**src/rtl/fetch_unit.sv**
```systemverilog
// fetch_unit: PC owner issuing single-outstanding imem requests into the fetch->decode register with one-entry skid
module fetch_unit #(
  parameter logic [31:0] RESET_PC = 32'h0000_0000,
  parameter logic [31:0] NOP_INST = 32'h0000_0013
) (
  input  logic        clk,
  input  logic        rst,
  output logic        imem_req,
  output logic [31:0] imem_addr,
  input  logic        imem_gnt,
  input  logic        imem_rvalid,
  input  logic [31:0] imem_rdata,
  input  logic        stall,
  input  logic        redirect,
  input  logic [31:0] redirect_pc,
  input  logic        halt,
  output logic        out_valid,
  output logic [31:0] out_pc,
  output logic [31:0] out_inst,
  output logic        halted
);
  typedef enum logic [1:0] {REQ, WAIT, HALT} state_t;
  state_t      state_q;
  logic [31:0] pc_q, out_pc_q, out_inst_q, skid_pc_q, skid_inst_q;
  logic        out_valid_q, skid_valid_q, drop_q;
  logic [31:0] pc_inc_d;
  logic        direct_d;
  assign pc_inc_d  = pc_q + 32'd4;
  assign direct_d  = !stall || !out_valid_q;
  assign imem_req  = !rst && state_q == REQ;
  assign imem_addr = pc_q;
  assign halted    = state_q == HALT;
  assign out_valid = out_valid_q;
  assign out_pc    = out_pc_q;
  assign out_inst  = out_inst_q;
  // fetch FSM: halt beats redirect beats delivery; a WAIT with full skid has nothing in flight
  always_ff @(posedge clk) begin
    if (rst) begin
      state_q      <= REQ;
      pc_q         <= RESET_PC;
      out_valid_q  <= 1'b0;
      out_pc_q     <= 32'd0;
      out_inst_q   <= NOP_INST;
      skid_valid_q <= 1'b0;
      skid_pc_q    <= 32'd0;
      skid_inst_q  <= NOP_INST;
      drop_q       <= 1'b0;
    end else if (halt || state_q == HALT) begin
      state_q      <= HALT;
      out_valid_q  <= 1'b0;
      out_pc_q     <= 32'd0;
      out_inst_q   <= NOP_INST;
      skid_valid_q <= 1'b0;
      drop_q       <= 1'b0;
    end else if (redirect) begin
      pc_q         <= redirect_pc & ~32'd3;
      out_valid_q  <= 1'b0;
      out_pc_q     <= 32'd0;
      out_inst_q   <= NOP_INST;
      skid_valid_q <= 1'b0;
      if (state_q == REQ) begin
        state_q <= imem_gnt ? WAIT : REQ;
        drop_q  <= imem_gnt;
      end else if (skid_valid_q || imem_rvalid) begin
        state_q <= REQ;
        drop_q  <= 1'b0;
      end else begin
        drop_q  <= 1'b1;
      end
    end else begin
      if (!stall) begin
        out_valid_q <= 1'b0;
        out_pc_q    <= 32'd0;
        out_inst_q  <= NOP_INST;
      end
      if (state_q == REQ) begin
        if (imem_gnt) state_q <= WAIT;
      end else if (skid_valid_q) begin
        if (!stall) begin
          out_valid_q  <= 1'b1;
          out_pc_q     <= skid_pc_q;
          out_inst_q   <= skid_inst_q;
          skid_valid_q <= 1'b0;
          state_q      <= REQ;
        end
      end else if (imem_rvalid) begin
        state_q <= REQ;
        if (drop_q) begin
          drop_q <= 1'b0;
        end else begin
          pc_q <= pc_inc_d;
          if (direct_d) begin
            out_valid_q <= 1'b1;
            out_pc_q    <= pc_q;
            out_inst_q  <= imem_rdata;
          end else begin
            skid_valid_q <= 1'b1;
            skid_pc_q    <= pc_q;
            skid_inst_q  <= imem_rdata;
            state_q      <= WAIT;
          end
        end
      end
    end
  end
endmodule
```
**config.mk**
```make
export PLATFORM = sky130hd
export DESIGN_NAME = fetch_unit
export DESIGN_NICKNAME = d
export VERILOG_FILES = /design/src/rtl/fetch_unit.sv
export SDC_FILE = /design/constraint.sdc
export NUM_CORES = 1
export LEC_CHECK = 0
export ABC_CLOCK_PERIOD_IN_PS = 2300
export CAP_MARGIN = 5
export CORE_MARGIN = 4
export CORE_UTILIZATION = 40
export CTS_BUF_LIST = sky130_fd_sc_hd__clkbuf_4
export CTS_CLUSTER_DIAMETER = 80
export DETAILED_ROUTE_END_ITERATION = 12
export GPL_TIMING_DRIVEN = 0
export PLACE_DENSITY = 0.71
export SYNTH_ARGS = -nofsm -noshare
export SYNTH_HDL_FRONTEND = slang
export SYNTH_SLANG_ARGS = --single-unit
```
**constraint.sdc**
```tcl
create_clock -name clk -period 2.3 [get_ports clk]
set_input_delay 0.23 -clock clk [delete_from_list [all_inputs] [get_ports clk]]
set_output_delay 0.23 -clock clk [all_outputs]
set_load 0.005 [all_outputs]
```
==> flow_summary.json, run 1 <==
{
  "run_status": "completed",
  "synth_area_um2": 7030,
  "cpMaxStageDelayCell": "clkdlybuf4s50_1",
  "antenna_found_initial": 1,
  "multiInputGateArea_um2": 3470,
  "fillers": 1722,
  "dpl.hpwl_um": 17300,
  "drive_above_1_share": 0.0798,
  "register_area_um2": 3230,
  "die-width_um": 141,
  "synth_compound_gate_area_share": 0.193,
  "synthFlopType": "dfxtp_1",
  "maxCapViolCount": 0,
  "synth_top_family_by_area": "simple AND/OR/NAND/NOR gates",
  "met3_usage": 0.0543,
  "htreeDepth": 4,
  "design.die.area_um2": 19800,
  "ys_types": 61,
  "setup_viol": 0,
  "synth_edf_count": 0,
  "switching_share": 0.276,
  "synth-simple-area-share": 0.285,
  "grt_use_total": 0.239,
  "cts_tree": "built",
  "dieHeight_um": 141,
  "ys_ff_latch": 161,
  "hold_viol_final": 0,
  "fin_crit_ns": 2.23,
  "final_cell_mix": "283 x nand2_1, 165 x clkdlybuf4s50_1, 159 x dfxtp_1, 86 x a21oi_1, 78 x nand3_1",
  "ir_drop_mv": 0.276,
  "worst_slack_ns": 0.0700,
  "arrival_ns": 2.00,
  "holdCritStartpoint": "imem_rdata[29]",
  "crit_type": "in -> out",
  "cp-startpoint": "rst",
  "wire_per_inst_um": 17.7,
  "start_util": 0.408,
  "p_leak_nw": 2.93,
  "max_stage_delay_ns": 0.55,
  "max_freq_mhz": 448,
  "internal_power_mw": 3.78,
  "synthAdderAreaFrac": 0.00178,
  "clkSinkCount": 161,
  "portBuffers": 165,
  "drt_iter0_drc": 631,
  "grt_use_met1": 0.317,
  "cp_top_family": "buffers and inverters",
  "grt_max_degree": 17,
  "layout_commonest_cell": "nand2_1",
  "cts-root-buf": "clkbuf_4",
  "slew_viol_final": 0,
  "critical_path_buf_inv_count": 4,
  "ys_warn_count": 0,
  "ant_nets": 0,
  "synth-async-reset-ratio": 0,
  "wirelength_um": 23900,
  "combPwrFrac": 0.117,
  "nNetsFinal": 1187,
  "reg2reg_slack_ns": 0.15,
  "max_slew_margin": 0.542,
  "pre_cts_ws_ns": -0.386,
  "clkTransAtPathRegs_ns": 0.13,
  "worstMarginPinSlew_ns": 0.687,
  "rsz0062_at_grt": "false",
  "grt.overflow.total": 0,
  "power.density_nw_per_um2": 561,
  "clkLatencyLatePin_ns": 0.58,
  "end_kind": "output port",
  "synth-xor-area-share": 0,
  "num_rows": 48,
  "grt_pass1_vias": 7119,
  "gp_congestion": 0.937,
  "p_sw_mw": 1.44,
  "cp-start-kind": "input pin",
  "cts-buffers-inserted": 17,
  "skew_ns": 0.0249,
  "worstPathMaxFanout": 10,
  "synth-seq-area-share": 0.458,
  "num_vias": 7514,
  "cts_buffer_depth": 2,
  "cpMostUsedCell": "clkdlybuf4s50_1",
  "synth.area.mux_share": 0.00890,
  "crit_chain": "clkdlybuf4s50_1 > clkbuf_2 > buf_2 > nor3_2 > clkdlybuf4s50_1",
  "worstReg2RegStart": "imem_addr[10]",
  "design.core.area_um2": 17200,
  "worstHoldPathType": "in -> reg",
  "crit_required_ns": 2.07,
  "firstDrtPassIters": 5,
  "use_met2": 0.382,
  "io_pins": 170,
  "syn_area_per_cell_um2": 7.57,
  "drc": 0,
  "post-route-period-util": 0.970,
  "final_util": 0.539,
  "busiest_layer": "met2",
  "post_drt_via_cell_ratio": 5.55,
  "pwr-share-seq": 0.557,
  "netlist_instances": 929,
  "grt_pass1_wl_um": 37700,
  "clock_power_share": 0.326,
  "syn_to_final_growth_pct": 32.2
}
[path summary, 6_finish.rpt]
| path | endpoint | depth (start not counted) |
|---|---|---|
| setup / recovery | imem_req | 5 |
| hold reg to reg | skid_inst_q[29] | 2 |
| hold / removal | skid_inst_q[29] | 3 |
| setup reg to reg | imem_addr[26] | 5 |
[kinds of logic after synthesis]
logic type	count (synthesis)
DFF	161
muxes	6
buffers and inverters	87
adders and majority gates	1
AOI/OAI and AO/OA	224
and+or+nand+nor	449
other	1
[Yosys cell counts, types with 3 or more instances]
cell type	n	area (um^2)
a211oi_1	6	45.0
nand3_1	78	390
o22ai_1	5	31.3
nor4_1	3	18.8
o21ai_0	21	105
a22o_1	3	26.3
nand2_1	284	1070
a31oi_1	67	419
o211ai_1	4	30.0
buf_4	3	22.5
a21oi_1	86	430
and2_1	3	18.8
mux2i_1	4	40.0
buf_2	25	125
dfxtp_1	161	3220
and3_1	7	43.8
clkbuf_1	43	161
inv_1	8	30.0
o31ai_1	3	22.5
nor3_1	8	40.0
a22oi_1	8	60.1
nor2b_1	5	31.3
buf_1	4	15.0
nand4_1	12	75.1
or3_1	3	18.8
nor2_1	26	97.6
[worst reg2reg max path: cells and delay by family (launching register included)]
kind / cells / cell delay [ns]
muxes: 1 / 0.23
and+or+nand+nor: 3 / 1.11
AOI/OAI and AO/OA: 1 / 0.08
DFF: 1 / 0.59
[registers in the layout, summed over array words and instances (netlist names)]
name          cells
out_pc           32
drop_q            1
out_valid         1
state_q           2
out_inst         32
imem_addr        30
skid_valid_q      1
skid_inst_q      32
skid_pc_q        30
[layer usage]
| metal | part of all wire | up-vias | wire [um] |
|---|---|---|---|
| met4 | 0.026 | 0 | 627 |
| met1 | 0.43 | 3512 | 10300 |
| met5 | 0 | - | 0 |
| met3 | 0.072 | 47 | 1710 |
| li1 | - | 3632 | - |
| met2 | 0.47 | 323 | 11200 |
[through the flow]
step	cell area [um^2]	TNS, ns	hold WS [ns]	power, mW	cells
detailed placement	8970	-21.40	0.447	3.56	1320
global placement	8970	-20.24	0.442	3.56	1320
floorplan	7040	0	0.308	3.21	930
global route	9300	0	0.206	5.42	1354
finish	9300	0	0.232	5.22	1354
CTS	9260	0	0.199	5.23	1352
[repair_timing]
| item | 4_1_cts | 5_1_grt |
|---|---|---|
| setup endpoints to repair | 1 | 112 |
| endpoints found under the hold margin | 0 | 0 |
| gates cloned | 0 | 0 |
| hold buffers | 0 | 0 |
| buffers inserted | 0 | 1 |
| resized for setup | 3 | 17 |
| pin swaps | 0 | 1 |
[cell type report]
cell class,count,area share
Tap cell,225,0.0303
Inverter,10,0.00404
Clock buffer,19,0.0153
Antenna cell,1,0.000269
Timing Repair Buffer,166,0.178
Multi-Input combinational cell,682,0.373
Sequential cell,161,0.347
Clock inverter,13,0.0145
Buffer,77,0.0370
[power groups by stage]
stage | Clock (mW) | Combinational, mW | Sequential, mW
2_1_floorplan | 0 | 0.269 | 2.94
3_3_place_gp | 0 | 0.595 | 2.96
3_5_place_dp | 0 | 0.597 | 2.96
4_1_cts | 1.73 | 0.601 | 2.90
5_1_grt | 1.85 | 0.660 | 2.91
6_report | 1.70 | 0.608 | 2.90
(Power assumes the default switching activity.)
==> run 2: changes to the inputs <==
ABC_CLOCK_PERIOD_IN_PS = default   (was 2300)
CTS_BUF_LIST = sky130_fd_sc_hd__clkbuf_2 sky130_fd_sc_hd__clkbuf_4 sky130_fd_sc_hd__clkbuf_8   (was sky130_fd_sc_hd__clkbuf_4)
==> run 2 against run 1 <==
Compared with the run above:
- clock-buffer cell count is 1 higher
- clock skew fell by 0.015 ns
- hold slack better by 0.11 ns
- non-clock buffer count stayed put
- register-to-register slack worse by 0.03 ns
- global-route usage barely moved
- routed wire length barely moved
- first-iteration DRC count grew 2.5%
- largest cell class unchanged
- core utilization is 0.73 points higher
- fmax rose by 1.3%
- sequential power is essentially flat
- critical path depth did not move
==> flow_summary.json, run 2 (synthesis gave the netlist of run 1 again) <==
{
  "run_status": "completed",
  "end_kind": "output port",
  "max_stage_delay_ns": 0.55,
  "cp.depth": 5,
  "drt_iter0_drc": 647,
  "syn_to_final_growth_pct": 34.0,
  "post-route-period-util": 0.957,
  "cp-startpoint": "rst",
  "portBuffers": 165,
  "internal_power_mw": 4.12,
  "clkSinkCount": 161,
  "antenna_found_initial": 0,
  "place_area_um2": 8970,
  "hold_depth": 3,
  "crit_required_ns": 2.07,
  "htreeDepth": 4,
  "dieHeight_um": 141,
  "fillers": 1708,
  "dpl.hpwl_um": 17300,
  "num_rows": 48,
  "setup_viol": 0,
  "nNetsFinal": 1187,
  "grt_pass1_wl_um": 37800,
  "rsz0062_at_grt": "false",
  "fin_area_um2": 9420,
  "grt_use_total": 0.238,
  "clkLatencyLatePin_ns": 0.46,
  "fin_cells": 1354,
  "crit_chain": "clkdlybuf4s50_1 > clkbuf_2 > buf_2 > nor3_2 > clkdlybuf4s50_1",
  "max_freq_mhz": 454,
  "gp_congestion": 0.937,
  "grt.overflow.total": 0,
  "grt_pass1_vias": 7138,
  "wirelength_um": 24000,
  "worstMarginPinSlew_ns": 0.691,
  "skew_ns": 0.0104,
  "power.density_nw_per_um2": 595,
  "design.die.area_um2": 19800,
  "clkTransAtPathRegs_ns": 0.09,
  "max_slew_margin": 0.539,
  "cp_top_family": "buffers and inverters",
  "reg2reg_depth": 6,
  "final_cell_mix": "283 x nand2_1, 165 x clkdlybuf4s50_1, 160 x dfxtp_1, 86 x a21oi_1, 78 x nand3_1",
  "post_drt_via_cell_ratio": 5.55,
  "clock_power_share": 0.374,
  "cpMaxStageDelayCell": "clkdlybuf4s50_1",
  "cts-root-buf": "clkbuf_8",
  "timing.rr.end": "imem_addr[30]",
  "layout_commonest_cell": "nand2_1",
  "worstPathMaxFanout": 10,
  "cpMostUsedCell": "clkdlybuf4s50_1",
  "grt_max_degree": 17,
  "p_sw_mw": 1.48,
  "min_to": "skid_inst_q[29]",
  "arrival_ns": 1.97,
  "drc": 0,
  "slew_viol_final": 0,
  "combPwrFrac": 0.108,
  "num_vias": 7520,
  "wire_per_inst_um": 17.7,
  "die-width_um": 141,
  "fin_crit_ns": 2.20,
  "worstHoldPathType": "in -> reg",
  "reg2reg_slack_ns": 0.12,
  "cts-buffers-inserted": 17,
  "ir_drop_mv": 0.366,
  "power_mw": 5.61,
  "firstDrtPassIters": 5,
  "holdCritStartpoint": "imem_rdata[29]",
  "cp-start-kind": "input pin",
  "pwr-share-seq": 0.517,
  "dp.cells": 1320,
  "switching_share": 0.265,
  "crit_type": "in -> out",
  "worstReg2RegStart": "imem_addr[3]",
  "ant_nets": 0,
  "start_util": 0.408,
  "maxCapViolCount": 0,
  "design.core.area_um2": 17200,
  "hold_viol_final": 0,
  "drive_above_1_share": 0.0807,
  "critical_path_buf_inv_count": 4,
  "io_pins": 170,
  "cts_tree": "built",
  "p_leak_nw": 2.98,
  "cts_buffer_depth": 2
}
-- run 2: worst max path at each step --
stage,to,slack [ns]
detailed placement,imem_req,-0.39
global route,skid_pc_q[18],0.01
finish,imem_req,0.1
floorplan,imem_addr[31],0.58
global placement,imem_addr[31],-0.35
CTS,imem_req,0.02
-- run 2: worst min-delay path: cells and delay by family --
kind,cells,cell delay (ns)
buffers and inverters,1,0.42
and+or+nand+nor,1,0.06
AOI/OAI and AO/OA,1,0.05
-- run 2: routing by layer --
layer | part of all wire | track usage | vias to the layer above
li1 | - | - | 3618
met1 | 0.43 | 0.319 | 3528
met2 | 0.47 | 0.381 | 325
met3 | 0.074 | 0.0512 | 49
met4 | 0.026 | 0.0867 | 0
met5 | 0 | 0 | -
-- run 2: power groups by stage --
stage	clock network, mW	registers, mW	logic [mW]
finish	2.10	2.90	0.608
global route	2.25	2.91	0.661
CTS	2.12	2.90	0.601
detailed placement	0	2.96	0.597
global placement	0	2.96	0.595
floorplan	0	2.94	0.269
-- run 2: final cells by class --
class / count / area, um^2 / share of cell area
Sequential cell: 161 / 3220 / 0.342
Tap cell: 225 / 282 / 0.0299
Inverter: 10 / 37.5 / 0.00398
Antenna cell: 1 / 2.50 / 0.000266
Buffer: 77 / 344 / 0.0365
Clock inverter: 12 / 131 / 0.0139
Multi-Input combinational cell: 682 / 3480 / 0.369
Timing Repair Buffer: 166 / 1660 / 0.176
Clock buffer: 20 / 263 / 0.0279
-- run 2: what timing repair did --
action / 4_1_cts / 5_1_grt
pin swaps: 0 / 1
setup endpoints to repair: 1 / 114
hold buffers: 0 / 0
buffers inserted: 0 / 1
resized for setup: 3 / 18
-- run 2: metrics by stage --
stage | setup TNS, ns | util | hold slack, ns | worst slack (ns)
after floorplan | 0 | - | 0.308 | 0.579
after global placement | -20.24 | 0.520 | 0.442 | -0.346
after detailed placement | -21.40 | 0.520 | 0.447 | -0.386
after CTS | 0 | 0.544 | 0.337 | 0.0218
after global routing | 0 | 0.547 | 0.353 | 0.0132
final | 0 | 0.547 | 0.346 | 0.0986
==> run 3: changes to the inputs <==
GPL_ROUTABILITY_DRIVEN = 0   (was default)
==> results of run 3 <==
The final DEF is identical to that of run 2; final timing and power are the same.
